### config.mk
export PLATFORM = sky130hd
export DESIGN_NAME = circle_sprite_renderer_flat
export DESIGN_NICKNAME = d
export VERILOG_FILES = /design/src/rtl/vga_pkg.sv /design/src/rtl/circle_sprite_renderer_if.sv /design/src/rtl/sprite_pos_buffer.sv /design/src/rtl/circle_sprite_renderer.sv /design/src/flat_wrapper.sv
export SDC_FILE = /design/constraint.sdc
export NUM_CORES = 1
export LEC_CHECK = 0
export ABC_CLOCK_PERIOD_IN_PS = 6400
export CAP_MARGIN = 25
export CORE_MARGIN = 2
export CORE_UTILIZATION = 40
export DETAILED_ROUTE_END_ITERATION = 7
export PLACE_DENSITY = 0.74
export RECOVER_POWER = 50
export SYNTH_ARGS = -nofsm -noshare
export SYNTH_HDL_FRONTEND = slang
export SYNTH_SLANG_ARGS = --single-unit
export TNS_END_PERCENT = 5
### constraint.sdc
create_clock -name clk -period 6.4 [get_ports clk]
set_clock_uncertainty 0.2 [all_clocks]
set_input_delay 0.96 -clock clk [delete_from_list [all_inputs] [get_ports clk]]
set_output_delay 0.96 -clock clk [all_outputs]
set_load 0.01 [all_outputs]
### src/rtl/vga_pkg.sv
// Shared VGA constants and types for the circle sprite renderer.
//   H_ACTIVE / V_ACTIVE : visible raster size
//   SPR_SIZE            : sprite edge length, fixed by the 64x64 circle ROM
//   rgb_t               : 8/8/8 colour triple
//   pos_t               : 10-bit sprite top-left position
package vga_pkg;
  localparam int unsigned H_ACTIVE = 640;
  localparam int unsigned V_ACTIVE = 480;
  localparam int unsigned SPR_SIZE = 64;

  typedef struct packed {
    logic [7:0] r;
    logic [7:0] g;
    logic [7:0] b;
  } rgb_t;

  typedef struct packed {
    logic [9:0] x;
    logic [9:0] y;
  } pos_t;
endpackage

### src/rtl/circle_sprite_renderer_if.sv
// Sprite position update channel (valid/ready).
//   pos_valid : a new position is offered
//   pos_x/y   : offered left column / top line
//   pos_ready : receiver's pending buffer is empty
// master = producer of positions, slave = the renderer.
interface circle_sprite_renderer_if;
  logic       pos_valid;
  logic [9:0] pos_x;
  logic [9:0] pos_y;
  logic       pos_ready;

  modport master (output pos_valid, pos_x, pos_y, input pos_ready);
  modport slave  (input pos_valid, pos_x, pos_y, output pos_ready);
endinterface

### src/rtl/sprite_pos_buffer.sv
// Double-buffered sprite position.
//   clk, rst_n  : clock, async active-low reset
//   frame_start : pixel tick at raster (0,0); pending moves to active here
//   pos         : valid/ready position channel (slave side)
//   act_pos     : position used by the raster pipeline
// An offer is accepted only into an empty pending slot; commit and accept
// are mutually exclusive because both depend on the slot state.
import vga_pkg::*;

module sprite_pos_buffer #(
  parameter logic [9:0] RESET_X = 10'd288,
  parameter logic [9:0] RESET_Y = 10'd208
) (
  input  logic                     clk,
  input  logic                     rst_n,
  input  logic                     frame_start,
  circle_sprite_renderer_if.slave  pos,
  output pos_t                     act_pos
);

  pos_t act_q, act_d;
  pos_t pend_q, pend_d;
  logic ready_q, ready_d;

  always_comb begin
    act_d   = act_q;
    pend_d  = pend_q;
    ready_d = ready_q;
    if (!ready_q && frame_start) begin
      act_d   = pend_q;
      ready_d = 1'b1;
    end else if (ready_q && pos.pos_valid) begin
      pend_d  = '{x: pos.pos_x, y: pos.pos_y};
      ready_d = 1'b0;
    end
  end

  always_ff @(posedge clk or negedge rst_n) begin
    if (!rst_n) begin
      act_q   <= '{x: RESET_X, y: RESET_Y};
      pend_q  <= '0;
      ready_q <= 1'b1;
    end else begin
      act_q   <= act_d;
      pend_q  <= pend_d;
      ready_q <= ready_d;
    end
  end

  assign pos.pos_ready = ready_q;
  assign act_pos       = act_q;

endmodule

### src/rtl/circle_sprite_renderer.sv
// Circle sprite renderer: raster position -> ROM row fetch -> RGB.
//   clk, rst_n           : clock, async active-low reset
//   pix_en               : pixel tick; the pipeline only advances on it
//   hcount/vcount        : raster position from the sync generator
//   video_on, hsync_in, vsync_in : sync generator timing (syncs active-low)
//   pos                  : double-buffered sprite position channel
//   rom_addr / rom_data  : circle ROM row address / combinational row word
//   red/green/blue       : pixel colour, 2 ticks after the raster inputs
//   hsync_out/vsync_out/blank_n : timing delayed to match RGB
//   hit                  : output pixel is a lit sprite pixel
import vga_pkg::*;

module circle_sprite_renderer #(
  parameter logic [23:0] FG_COLOR = 24'hFF0000,
  parameter logic [23:0] BG_COLOR = 24'h000000,
  parameter logic [9:0]  RESET_X  = 10'd288,
  parameter logic [9:0]  RESET_Y  = 10'd208
) (
  input  logic                     clk,
  input  logic                     rst_n,
  input  logic                     pix_en,
  input  logic [9:0]               hcount,
  input  logic [9:0]               vcount,
  input  logic                     video_on,
  input  logic                     hsync_in,
  input  logic                     vsync_in,
  circle_sprite_renderer_if.slave  pos,
  output logic [5:0]               rom_addr,
  input  logic [63:0]              rom_data,
  output logic [7:0]               red,
  output logic [7:0]               green,
  output logic [7:0]               blue,
  output logic                     hsync_out,
  output logic                     vsync_out,
  output logic                     blank_n,
  output logic                     hit
);

  localparam logic [10:0] SPR_W = 11'(SPR_SIZE);

  pos_t act;
  logic frame_start;

  assign frame_start = pix_en && (hcount == '0) && (vcount == '0);

  sprite_pos_buffer #(
    .RESET_X (RESET_X),
    .RESET_Y (RESET_Y)
  ) u_pos_buf (
    .clk         (clk),
    .rst_n       (rst_n),
    .frame_start (frame_start),
    .pos         (pos),
    .act_pos     (act)
  );

  // Stage 1 window test in 11 bits so act+SPR_SIZE never wraps.
  logic [10:0] h_w, v_w, ax_w, ay_w;
  logic        in_spr_w;

  always_comb begin
    h_w      = {1'b0, hcount};
    v_w      = {1'b0, vcount};
    ax_w     = {1'b0, act.x};
    ay_w     = {1'b0, act.y};
    in_spr_w = (h_w >= ax_w) && (h_w < ax_w + SPR_W) &&
               (v_w >= ay_w) && (v_w < ay_w + SPR_W);
  end

  logic [5:0] rom_addr_q, rom_addr_d, col_q, col_d;
  logic       in_spr_q, in_spr_d, vid1_q, vid1_d, hs1_q, hs1_d, vs1_q, vs1_d;
  rgb_t       rgb_q, rgb_d;
  logic       hit_q, hit_d, hs2_q, hs2_d, vs2_q, vs2_d, blank_q, blank_d;
  logic       lit;

  assign lit = in_spr_q && vid1_q && rom_data[6'd63 - col_q];

  always_comb begin
    rom_addr_d = rom_addr_q;
    col_d      = col_q;
    in_spr_d   = in_spr_q;
    vid1_d     = vid1_q;
    hs1_d      = hs1_q;
    vs1_d      = vs1_q;
    rgb_d      = rgb_q;
    hit_d      = hit_q;
    hs2_d      = hs2_q;
    vs2_d      = vs2_q;
    blank_d    = blank_q;
    if (pix_en) begin
      // Only the low 6 bits of dx/dy are kept, and those depend only on
      // the low 6 bits of the operands.
      rom_addr_d = vcount[5:0] - act.y[5:0];
      col_d      = hcount[5:0] - act.x[5:0];
      in_spr_d   = in_spr_w;
      vid1_d     = video_on;
      hs1_d      = hsync_in;
      vs1_d      = vsync_in;
      rgb_d      = lit ? rgb_t'(FG_COLOR) : (vid1_q ? rgb_t'(BG_COLOR) : '0);
      hit_d      = lit;
      hs2_d      = hs1_q;
      vs2_d      = vs1_q;
      blank_d    = vid1_q;
    end
  end

  always_ff @(posedge clk or negedge rst_n) begin
    if (!rst_n) begin
      rom_addr_q <= '0;
      col_q      <= '0;
      in_spr_q   <= 1'b0;
      vid1_q     <= 1'b0;
      hs1_q      <= 1'b1;
      vs1_q      <= 1'b1;
      rgb_q      <= '0;
      hit_q      <= 1'b0;
      hs2_q      <= 1'b1;
      vs2_q      <= 1'b1;
      blank_q    <= 1'b0;
    end else begin
      rom_addr_q <= rom_addr_d;
      col_q      <= col_d;
      in_spr_q   <= in_spr_d;
      vid1_q     <= vid1_d;
      hs1_q      <= hs1_d;
      vs1_q      <= vs1_d;
      rgb_q      <= rgb_d;
      hit_q      <= hit_d;
      hs2_q      <= hs2_d;
      vs2_q      <= vs2_d;
      blank_q    <= blank_d;
    end
  end

  assign rom_addr  = rom_addr_q;
  assign red       = rgb_q.r;
  assign green     = rgb_q.g;
  assign blue      = rgb_q.b;
  assign hit       = hit_q;
  assign hsync_out = hs2_q;
  assign vsync_out = vs2_q;
  assign blank_n   = blank_q;

endmodule

### src/flat_wrapper.sv
// flat-port wrapper written by rule: the top's interface ports become plain ports
module circle_sprite_renderer_flat 
#(
  parameter logic [23:0] FG_COLOR = 24'hFF0000,
  parameter logic [23:0] BG_COLOR = 24'h000000,
  parameter logic [9:0]  RESET_X  = 10'd288,
  parameter logic [9:0]  RESET_Y  = 10'd208
)
  (clk, rst_n, pix_en, hcount, vcount, video_on, hsync_in, vsync_in, rom_addr, rom_data, red, green, blue, hsync_out, vsync_out, blank_n, hit, pos_pos_valid, pos_pos_x, pos_pos_y, pos_pos_ready);
  circle_sprite_renderer_if pos_i ();
  input  logic clk;
  input  logic rst_n;
  input  logic pix_en;
  input  logic [9:0] hcount;
  input  logic [9:0] vcount;
  input  logic video_on;
  input  logic hsync_in;
  input  logic vsync_in;
  output logic [5:0] rom_addr;
  input  logic [63:0] rom_data;
  output logic [7:0] red;
  output logic [7:0] green;
  output logic [7:0] blue;
  output logic hsync_out;
  output logic vsync_out;
  output logic blank_n;
  output logic hit;
  input wire logic [$bits(pos_i.pos_valid)-1:0] pos_pos_valid;
  input wire logic [$bits(pos_i.pos_x)-1:0] pos_pos_x;
  input wire logic [$bits(pos_i.pos_y)-1:0] pos_pos_y;
  output wire logic [$bits(pos_i.pos_ready)-1:0] pos_pos_ready;
  assign pos_i.pos_valid = pos_pos_valid;
  assign pos_i.pos_x = pos_pos_x;
  assign pos_i.pos_y = pos_pos_y;
  assign pos_pos_ready = pos_i.pos_ready;
  circle_sprite_renderer #(.FG_COLOR(FG_COLOR), .BG_COLOR(BG_COLOR), .RESET_X(RESET_X), .RESET_Y(RESET_Y)) u_core (.clk(clk), .rst_n(rst_n), .pix_en(pix_en), .hcount(hcount), .vcount(vcount), .video_on(video_on), .hsync_in(hsync_in), .vsync_in(vsync_in), .pos(pos_i), .rom_addr(rom_addr), .rom_data(rom_data), .red(red), .green(green), .blue(blue), .hsync_out(hsync_out), .vsync_out(vsync_out), .blank_n(blank_n), .hit(hit));
endmodule
---- Yosys cells after proc, flatten, opt, wreduce, memory -nomap -nowiden ----
Cells that the tools add are included.
operators by class
  add/sub/neg operators ................... 5
  $lt $le $gt $ge ......................... 5
  multiplexer cells ....................... 5
  bitwise logic cells ..................... 1
  reductions and logical operators ........ 14
operator list
  operator               number
  $mux 24                1
  $add 10x7->11 const B  2
  $lt 10x11->1           2
  $ge 10x10->1           2
  $logic_not 10->1       2
  $sub 6x6->6            2
  $logic_and 1x1->1      9
  $lt 6x7->1 const B     1
  $bmux 1 s6             1
  $sub 6x6->6 const A    1
  $mux 1                 3
  $reduce_and 2->1       1
  $reduce_bool 2->1      1
  $logic_not 1->1        1
  $not 1->1              1
storage, ports and cells
  register bits ........................... 85
  word-level logic and storage cells ...... 48

---- Logic depth before layout (Yosys ltp) ----
Gate-level depths: netlist of the first run.
  depth after elaboration ................. 6
  mapped depth ............................ 11

---- Modules after synthesis ----
Synthesis of the first run repeated with hierarchy kept, for this count alone.
second synthesis, totals
  cells, all modules ...................... 362
  area total of the unflattened synthesis .. 4227.8 um^2
by module, submodules not included
  module                  instances  cells an instance  area an instance (um^2)  seq. area each (um^2)
  circle_sprite_renderer  1          274                2529.9                   505.5
  sprite_pos_buffer       1          88                 1697.9                   1033.5

---- Worst setup path before layout of the first run ----
OpenSTA, ideal clock, no wires.
  kind .................................... input to register
  from .................................... input port vcount[0]
  to ...................................... register u_core.in_spr_q
  library setup time ...................... 0.133 ns
  data arrival time ....................... 2.631 ns
  required time ........................... 6.067 ns
  path slack .............................. 3.436 ns
  stages .................................. 10
  cells stage by stage .................... inv_1 > ha_1 > inv_1 > fa_1 > a21o_1 > a21o_1 > a221oi_1 > nor2b_1 > o311ai_0 > o41ai_1
between the ends
  cells in the longest elaborated chain, start to end .. 3
  elaborated cells on any way between the ends .. 4
  classes of those cells .................. order compare: 2; reduce/logical: 2
RTL lines
  what                  RTL line                       text
  start, declared       flat_wrapper.sv:15             input logic [9:0] vcount;
  $ge 10x10->1          circle_sprite_renderer.sv:67   (v_w >= ay_w) && (v_w < ay_w + SPR_W);
  $logic_and 1x1->1     circle_sprite_renderer.sv:66   in_spr_w = (h_w >= ax_w) && (h_w < ax_w + SPR_W) &&
  $logic_and 1x1->1 *   circle_sprite_renderer.sv:67
  end signal, assigned  circle_sprite_renderer.sv:123  in_spr_q <= in_spr_d;
  end, declared         circle_sprite_renderer.sv:71   logic in_spr_q, in_spr_d, vid1_q, vid1_d, hs1_q, hs1_d, vs1_q, vs1_d;
Mark *: on every way between the ends. The rest lies on a longest branch, timed or not.
A chain may end at the register's enable or synchronous reset.

==> impl.org, run 1 <==
** Drt
- The pre-antenna-repair detailed-routing pass consisted of 4 iterations.
- Drc violations :: 0
- Using the TritonRoute via totals, the vias-per-cell ratio works out to about 5.
- The count of nets left with antenna violations once routing finished came out at 0.
- Via Count :: 3,080
- Wires add up to a little over 9 mm.
- After detailed routing, the average wire length per cell comes to between 10 and 15 um.
- In this run, the number of DRC markers left after iteration 0 of detailed routing was 100.

** Power and ir drop
- IR drop worst, VDD :: ~0.11 mV
- Summing internal, switching and leakage power gives slightly below 1 mW.
- For this design the static power due to leakage is roughly 2.5 nW.
- Power per Cell Area :: ~180 mW/mm^2

** Timing
- Setup violations remaining at the end of the flow were counted as 0.
- Subtracting the final worst setup slack from the clock period gives between 3000 and 4000 ps.
- Actual slew at the worst max-slew pin :: around 3200 ps
- Worst relative slew slack :: -1.11
- Setup repair after global routing left no endpoint under its margin.
- Setup total negative slack on the finished layout was measured at 0 ps.
- The final number of hold-violating endpoints was 0.
- Max frequency :: between 200 and 300 MHz
- Of the available clock period, the critical path in the final layout requires 0.588.
- Slew Limit Fails :: 62

** CTS
- Clock tree buffer depth :: 2
- H-Tree Level Count :: 3
- Hold-fix buffers, CTS :: 0
- CTS Buf Count :: 9
- Cell at the root of the clock tree :: clkbuf_8
- Clock-pin slew was measured on the worst setup and hold paths at 70 ps.
- CTS saw 61 sinks.
- TritonCTS built the clock tree.
- Insertion delay of the later-clocked pin in the worst-skew pair :: ~330 ps
- Post-cts repair resize count :: 0
- After clock tree synthesis, the setup repair step added 0 buffers.

** Worst setup path
- Worst setup SP type :: input port
- Critical Path Max Stage Delay :: 2230 ps
- Among cell families on the critical path, the largest total delay comes from buffers and inverters.
- Among all stages on the critical path, the largest delay is contributed by clkbuf_1.
- Ordered cell list for the critical path :: buf_2 > clkbuf_1
- CP required :: about 5900 ps
- The number of cells on the worst reg-to-reg path is 5.
- Type of the setup path with the least slack :: in -> async
- For the worst setup path, the data arrival time is 3290 ps.
- The worst register-to-register path ends at u_core.red[6]$_DFFE_PN0P_.
- R2R setup slack :: between 3000 and 4000 ps
- The startpoint identified for the worst register-to-register timing path is u_core.col_q[1]$_DFFE_PN0P_.
- Together, buffers and inverters on the worst path number 2.
- STA classifies the critical path endpoint as an asynchronous set/reset pin.
- Along the worst path, the maximum fanout reaches 61.

** Yosys
- Post-synthesis register bit count :: ~60
- Netlist area before placement :: roughly 0.0040 mm^2
- The Yosys step of the flow raised 0 warnings.
- Cells after synthesis :: approximately 360
- The share of the Yosys chip area taken by registers is 0.388.
- Synth cell types :: 45
- In this run the mean area of a mapped cell was roughly 11 um^2.

** Global route
- Number of global-route vias before repair :: about 3,300
- The number of antenna violations at the first check in global routing was 0.
- Pin count of the biggest net entering global routing :: 62
- The first global-routing pass estimated roughly 16 mm of wire.
- Total overflow reported by the global router :: 0
- Global-route usage over all layers :: 0.177

** Floorplanning
- Die Y-Extent :: roughly 100 um
- Total Die Area :: 0.0107 mm^2
- Initial core utilization :: 0.410
- Number of placement rows :: 36
- In this run the count of I/O pins placed on the die edge is 146.
- Core Region :: 0.00968 mm^2
- From left edge to right edge, the die measures a little over 100 um.

** Place
- The congestion estimate from routability-driven global placement came to 0.811.
- Buffers placed on the I/O ports in this run total approximately 130.
- Once detailed placement completed, the half-perimeter wirelength came to 7.25 mm.

** Min path
- The startpoint identified for the worst hold timing path is u_core.u_pos_buf.pend_q[17]$_DFFE_PN0P_.
- The path class of the tightest hold or removal check is reg -> reg.
- Capture endpoint of the worst hold path :: u_core.u_pos_buf.act_pos[17]$_DFFE_PN0P_
- Cell depth of the worst hold path :: 2

** Status
- The checks that failed: max-capacitance violations, max-slew violations.
- The flow ran to the end, but the final reports show violations.

** Cells and area
- From synthesis to final layout, the design area changed by 37.7%.
- Of the cells placed in the final design, the portion with a size suffix greater than 1 is 0.146.
- Total Nets Final :: about 620
- The number of antenna diodes in the final layout is 0.

** Job
- The tool flagged a number of max-cap violations equal to 1.
==> Yosys cell counts (all sizes together) <==
master | instances | area (um^2)
a2111oi | 1 | 8.76
a211o | 2 | 17.5
a211oi | 4 | 30.0
a21o | 11 | 82.6
a21oi | 15 | 75.1
a221o | 1 | 10.0
a221oi | 1 | 8.76
a311oi | 1 | 8.76
a31oi | 4 | 25.0
and3 | 2 | 12.5
and4 | 1 | 8.76
buf | 32 | 224
clkbuf | 6 | 22.5
conb | 1 | 3.75
dfrtp | 51 | 1280
dfstp | 10 | 263
fa | 2 | 40.0
ha | 30 | 375
inv | 33 | 124
mux2 | 36 | 405
mux2i | 7 | 70.1
mux4 | 14 | 338
nand2 | 25 | 93.8
nand3 | 7 | 35.0
nand3b | 1 | 7.51
nand4 | 4 | 25.0
nor2 | 5 | 18.8
nor2b | 3 | 18.8
nor3 | 5 | 25.0
nor4 | 5 | 31.3
o2111ai | 1 | 8.76
o211ai | 1 | 7.51
o21ai | 22 | 110
o21bai | 1 | 7.51
o22a | 1 | 8.76
o311a | 1 | 10.0
o311ai | 1 | 8.76
o41ai | 1 | 8.76
or4 | 1 | 7.51
xnor2 | 10 | 87.6
xor2 | 2 | 17.5
==> per-layer routing <==
metal	GRT usage	vias up	part of all wire
met3	0.0346	13	0.056
met4	0.0676	0	0.017
met5	0	-	0
met2	0.310	104	0.50
met1	0.217	1458	0.43
li1	-	1505	-
==> per-stage QoR <==
stage	cells	util	hold slack, ps	cell area [um^2]	setup slack (ps)
global placement	603	0.542	261	5250	2420
global route	618	0.564	313	5460	1890
floorplan	377	-	244	4020	3440
detailed placement	603	0.542	265	5250	2400
CTS	618	0.564	281	5470	2710
finish	618	0.564	278	5460	2640
==> cell families (layout without fill, tap and decap cells) <==
| logic type | after synthesis | in the layout | synth area share |
|---|---|---|---|
| AND/OR/NAND/NOR | 59 | 59 | 0.0716 |
| AO/OA/AOI/OAI | 69 | 69 | 0.110 |
| flip-flops | 61 | 61 | 0.388 |
| other | 1 | 16 | 0.000945 |
| adder cells (fa/ha/maj) | 32 | 32 | 0.105 |
| XOR/XNOR | 12 | 12 | 0.0265 |
| buffers and inverters | 71 | 179 | 0.0933 |
| multiplexers | 57 | 57 | 0.205 |
==> how the worst max path moves through the flow <==
stage	slack (ps)	startpoint	depth (start not counted)	end
3_5_place_dp	2400	pix_en	7	u_core.u_pos_buf.act_pos[0]$_DFFE_PN0P_
6_report	2640	rst_n	2	u_core.u_pos_buf.act_pos[16]$_DFFE_PN0P_
2_1_floorplan	3440	vcount[0]	10	u_core.in_spr_q$_DFFE_PN0P_
3_3_place_gp	2420	pix_en	7	u_core.u_pos_buf.act_pos[10]$_DFFE_PN0P_
5_1_grt	1890	rst_n	2	u_core.u_pos_buf.act_pos[16]$_DFFE_PN0P_
4_1_cts	2710	pix_en	7	u_core.u_pos_buf.act_pos[0]$_DFFE_PN0P_
==> registers in the layout, summed over array words and instances (netlist names), 6 cells and up <==
| signal | flops |
|---|---|
| u_core.rom_addr | 6 |
| u_core.col_q | 6 |
| u_core.u_pos_buf.act_pos | 20 |
| u_core.u_pos_buf.pend_q | 20 |
==> power by group <==
| part | leakage [nW] | switching, mW | internal [mW] |
|---|---|---|---|
| clock | 0.105 | 0.145 | 0.227 |
| combinational | 1.70 | 0.0654 | 0.125 |
| sequential | 0.718 | 0.0227 | 0.402 |
| total | 2.52 | 0.233 | 0.754 |
==> cells in the final DEF (no fill, tap or decap), types with 8 or more instances in the layout <==
cell,Yosys,layout
clkdlybuf4s50_1,0,122
dfrtp_1,51,51
mux2_2,36,36
inv_1,33,33
ha_1,30,30
nand2_1,25,25
o21ai_0,22,22
conb_1,1,16
a21oi_1,15,15
a21o_1,11,11
xnor2_1,10,10
clkbuf_8,0,10
dfstp_2,10,10
mux4_2,8,8
==> layout make-up <==
type                            instances  area (um^2)
Multi-Input combinational cell        245         2120
Tap cell                              133          166
Clock inverter                          4         72.6
Timing Repair Buffer                  131         1300
Inverter                               33          124
Sequential cell                        61         1540
Fill cell                             837         4220
Clock buffer                           11          141
Power figures use the tool's default switching activity.
==> run 2, diff against run 1 <==
Settings changed: ABC_CLOCK_PERIOD_IN_PS 6400 to 3700.
Clock period 6.4 ns to 3.7 ns, I/O delays scaled along.
==> impl.org, run 2 (synthesis gave the netlist of run 1 again) <==
** Status
- Run status: finished with violations (unchanged).
- Violated checks :: max-capacitance violations, max-slew violations (unchanged)

** Timing
- Dividing the final minimum period by the clock period gives 0.795.
- Max frequency :: about 340 MHz
- The worst relative slew slack is -0.0492 (was -1.11).
- Period minus WS final :: 2940 ps
- The setup TNS is 0 ps (unchanged).
- The final count of pins violating max slew came to 29 (was 62).
- Setup repair after global routing missed its margin :: no (unchanged)
- Total setup violations reported at the end of the flow :: 0 (unchanged)
- Actual slew at the worst max-slew pin :: 1570 ps (was 3170 ps)
- Setup slack after layout :: 758 ps (was 2640 ps)
- Final number of hold-violating endpoints :: 0 (unchanged)

** Cells and area
- The ratio of cells with drive above 1 in the final layout is 0.153 (was 0.146).
- The filler cell count in the final layout is 873 (was 837).
- The area occupied by multi-input gates was 0.00212 mm^2 (unchanged).
- Final non-filler cell area :: 0.00552 mm^2 (was 0.00546 mm^2)
- The leading cell type in the layout, fill and taps excluded was clkdlybuf4s50_1 (unchanged).
- Area growth from synthesis to layout :: 39.2% (was 37.7%)
- Most used cells in the layout excluding fill and tap cells :: 125 x clkdlybuf4s50_1, 51 x dfrtp_1, 36 x mux2_2 (was 122 x clkdlybuf4s50_1, 51 x dfrtp_1, 36 x mux2_2)
- Register Area :: 0.00154 mm^2 (unchanged)
- Total Nets Final :: 627 (was 624)
- The antenna diode count is 0 (unchanged).
- The final standard cell utilization of the core came to 0.570 (was 0.564).

** Min path
- Class of the most critical hold timing path :: reg -> reg (unchanged)
- Launch point of the worst hold path :: u_core.u_pos_buf.pend_q[17]$_DFFE_PN0P_ (unchanged)

** CTS
- CTS Buf Count :: 9 (unchanged)
- Clock tree buffer depth :: 2 (unchanged)
- The insertion delay to the later sink of the worst-skew pair came to 340 ps (was 330 ps).
- The post-cts hold buffer count was 0 (unchanged).
- Clock transition at the registers of the reported paths :: 70 ps (about the same)
- Cell at the root of the clock tree :: clkbuf_8 (unchanged)
- The count of instances resized after the clock tree is built came to 0 (unchanged).
- TritonCTS clock tree :: built (unchanged)
- The number of levels the H-tree was split into came to 3 (unchanged).
- CTS sink cnt :: 61 (unchanged)
- The post-CTS repair timing setup buffer count was 0 (unchanged).

** Power and ir drop
- IR drop worst, VDD :: 0.196 mV (was 0.114 mV)
- The power per cell area was 331 mW/mm^2 (was 181 mW/mm^2).
- The overall power consumption came to 1.83 mW (was 0.987 mW).
- Pleak :: 2.55 nW (was 2.52 nW)

** Global route
- Global-route usage over all layers :: 0.178 (was 0.177)
- Number of global-route vias before repair :: 3,114 (was 3,308)
- Total overflow reported by the global router :: 0 (unchanged)
- The pin count of the biggest net entering global routing was 35 (was 62).
- Initial antenna violation count :: 0 (unchanged)
- The wire length of the first global-routing pass was 15.4 mm (was 15.7 mm).

** Drt
- Routed wire length :: 9.44 mm (was 9.25 mm)
- Drc violations :: 0 (unchanged)
- The routed wire length per instance is 15.2 um (was 15.0 um).
- The number of vias per cell after detailed routing was 5.00 (was 4.98).
- Number of DRC markers after the initial detailed-route iteration :: 109 (was 100)
- The number of nets still failing antenna checks after routing was 0 (unchanged).
- The number of detailed-routing iterations run before antenna repair is 5 (was 4).
- The count of vias placed by the detailed router is 3,112 (was 3,080).

** Floorplanning
- Number of placement rows :: 36 (unchanged)
- The floorplan die area is 0.0107 mm^2 (unchanged).
- The initial standard-cell utilization of the core was 0.410 (unchanged).
- Core Region :: 0.00968 mm^2 (unchanged)
- The number of top-level pins is 146 (unchanged).
- The height of the die is 104 um (unchanged).
- Die X :: 104 um (unchanged)

** Place
- The final HPWL from detailed placement was 7.63 mm (was 7.25 mm).
- Number of buffer cells added on primary ports :: 129 (unchanged)
- The placed cell area was 0.00527 mm^2 (was 0.00525 mm^2).
- Worst setup slack after placement :: 529 ps (was 2400 ps)
- The placer's final routability congestion estimate was 0.891 (was 0.811).

** Worst setup path
- The kind of cell adding the most delay to the critical path is compound AO/OA/AOI/OAI gates (was buffers and inverters).
- Critical Path Max Stage Delay :: 550 ps (was 2230 ps)
- The launch point of the worst reg-to-reg path is u_core.col_q[2]$_DFFE_PN0P_ (was u_core.col_q[1]$_DFFE_PN0P_).
- The slowest stage cell on the critical path is dlygate4sd3_1 (was clkbuf_1).
- Crit path buffers/inverters :: 3 (was 2)
- The type of the worst setup path is in -> reg (was in -> async).
- Data arrival time of the worst path :: 2940 ps (was 3290 ps)
- The maximum fanout encountered on the critical timing path came to 2 (was 61).
- The origin of the worst setup path was vcount[0] (was rst_n).
- The critical path launch point type is an input port (unchanged).
- Ordered cell list for the critical path: dlygate4sd3_1 > inv_1 > ha_1 > inv_1 > fa_1 > a21o_1 > a21o_1 > a221oi_1 > nor2b_1 > o311ai_0 > o41ai_1 (was buf_2 > clkbuf_1).
- The data required time of the critical path came to 3700 ps (was 5930 ps).
- The nature of the critical path endpoint is a flip-flop (was asynchronous set/reset pin).

** Job
- Max-Cap Viols :: 1 (unchanged)
==> run 2: changes by cell type in the layout (fill, tap and decap cells not counted) <==
| cell | delta |
|---|---|
| buf_2 | -1 |
| buf_4 | +2 |
| bufinv_16 | +1 |
| clkbuf_2 | +1 |
| clkbuf_8 | +1 |
| clkdlybuf4s50_1 | +3 |
| clkinv_2 | -1 |
| clkinv_4 | +1 |
| dlygate4sd3_1 | -3 |
==> run 2: worst paths after layout <==
check                                                                end  slack (ps)  cells past startpoint
worst max-delay path                         u_core.in_spr_q$_DFFE_PN0P_         760                     11
worst min-delay path            u_core.u_pos_buf.act_pos[17]$_DFFE_PN0P_         280                      2
worst max register to register                 u_core.red[6]$_DFFE_PN0P_        1130                      5
worst min register to register  u_core.u_pos_buf.act_pos[17]$_DFFE_PN0P_         280                      2
max in group asynchronous        u_core.u_pos_buf.act_pos[5]$_DFFE_PN0P_        1360                      2
min in group asynchronous                 u_core.rom_addr[2]$_DFFE_PN0P_         390                      1
==> run 2: area by class of cell <==
cell class	count	area share
clock buffers	11	0.0274
clock inverters	5	0.0193
inverters	33	0.0224
multi-input cells	245	0.384
flip-flops and latches	61	0.279
well taps	133	0.0301
repair buffers	134	0.238
==> run 2: power by group <==
part           leakage, nW  total, mW  internal [mW]  switching, mW
Combinational         1.71      0.340          0.221          0.119
Clock                0.126      0.758          0.485          0.273
Sequential           0.718      0.729          0.694         0.0350
==> run 2: stage by stage <==
stage / std cells / hold WS [ps]
after CTS: 622 / 59.3
after global routing: 622 / 305
after floorplan: 377 / 59.4
after detailed placement: 606 / 265
final: 622 / 280
after global placement: 606 / 251
==> run 2: metal layers <==
metal  up-vias  GRT usage  part of all wire  routed length, um
met2       110      0.302              0.49               4630
met5         -          0                 0                  0
met4         0     0.0927             0.034                325
li1       1514          -                 -                  -
met3        23     0.0283             0.047                447
met1      1465      0.218              0.43               4040
==> run 2: tightest hold or removal path, stage by stage (launching register included) <==
cell	delay, ps
dfrtp_1	340
nand2_1	40
o21ai_0	60
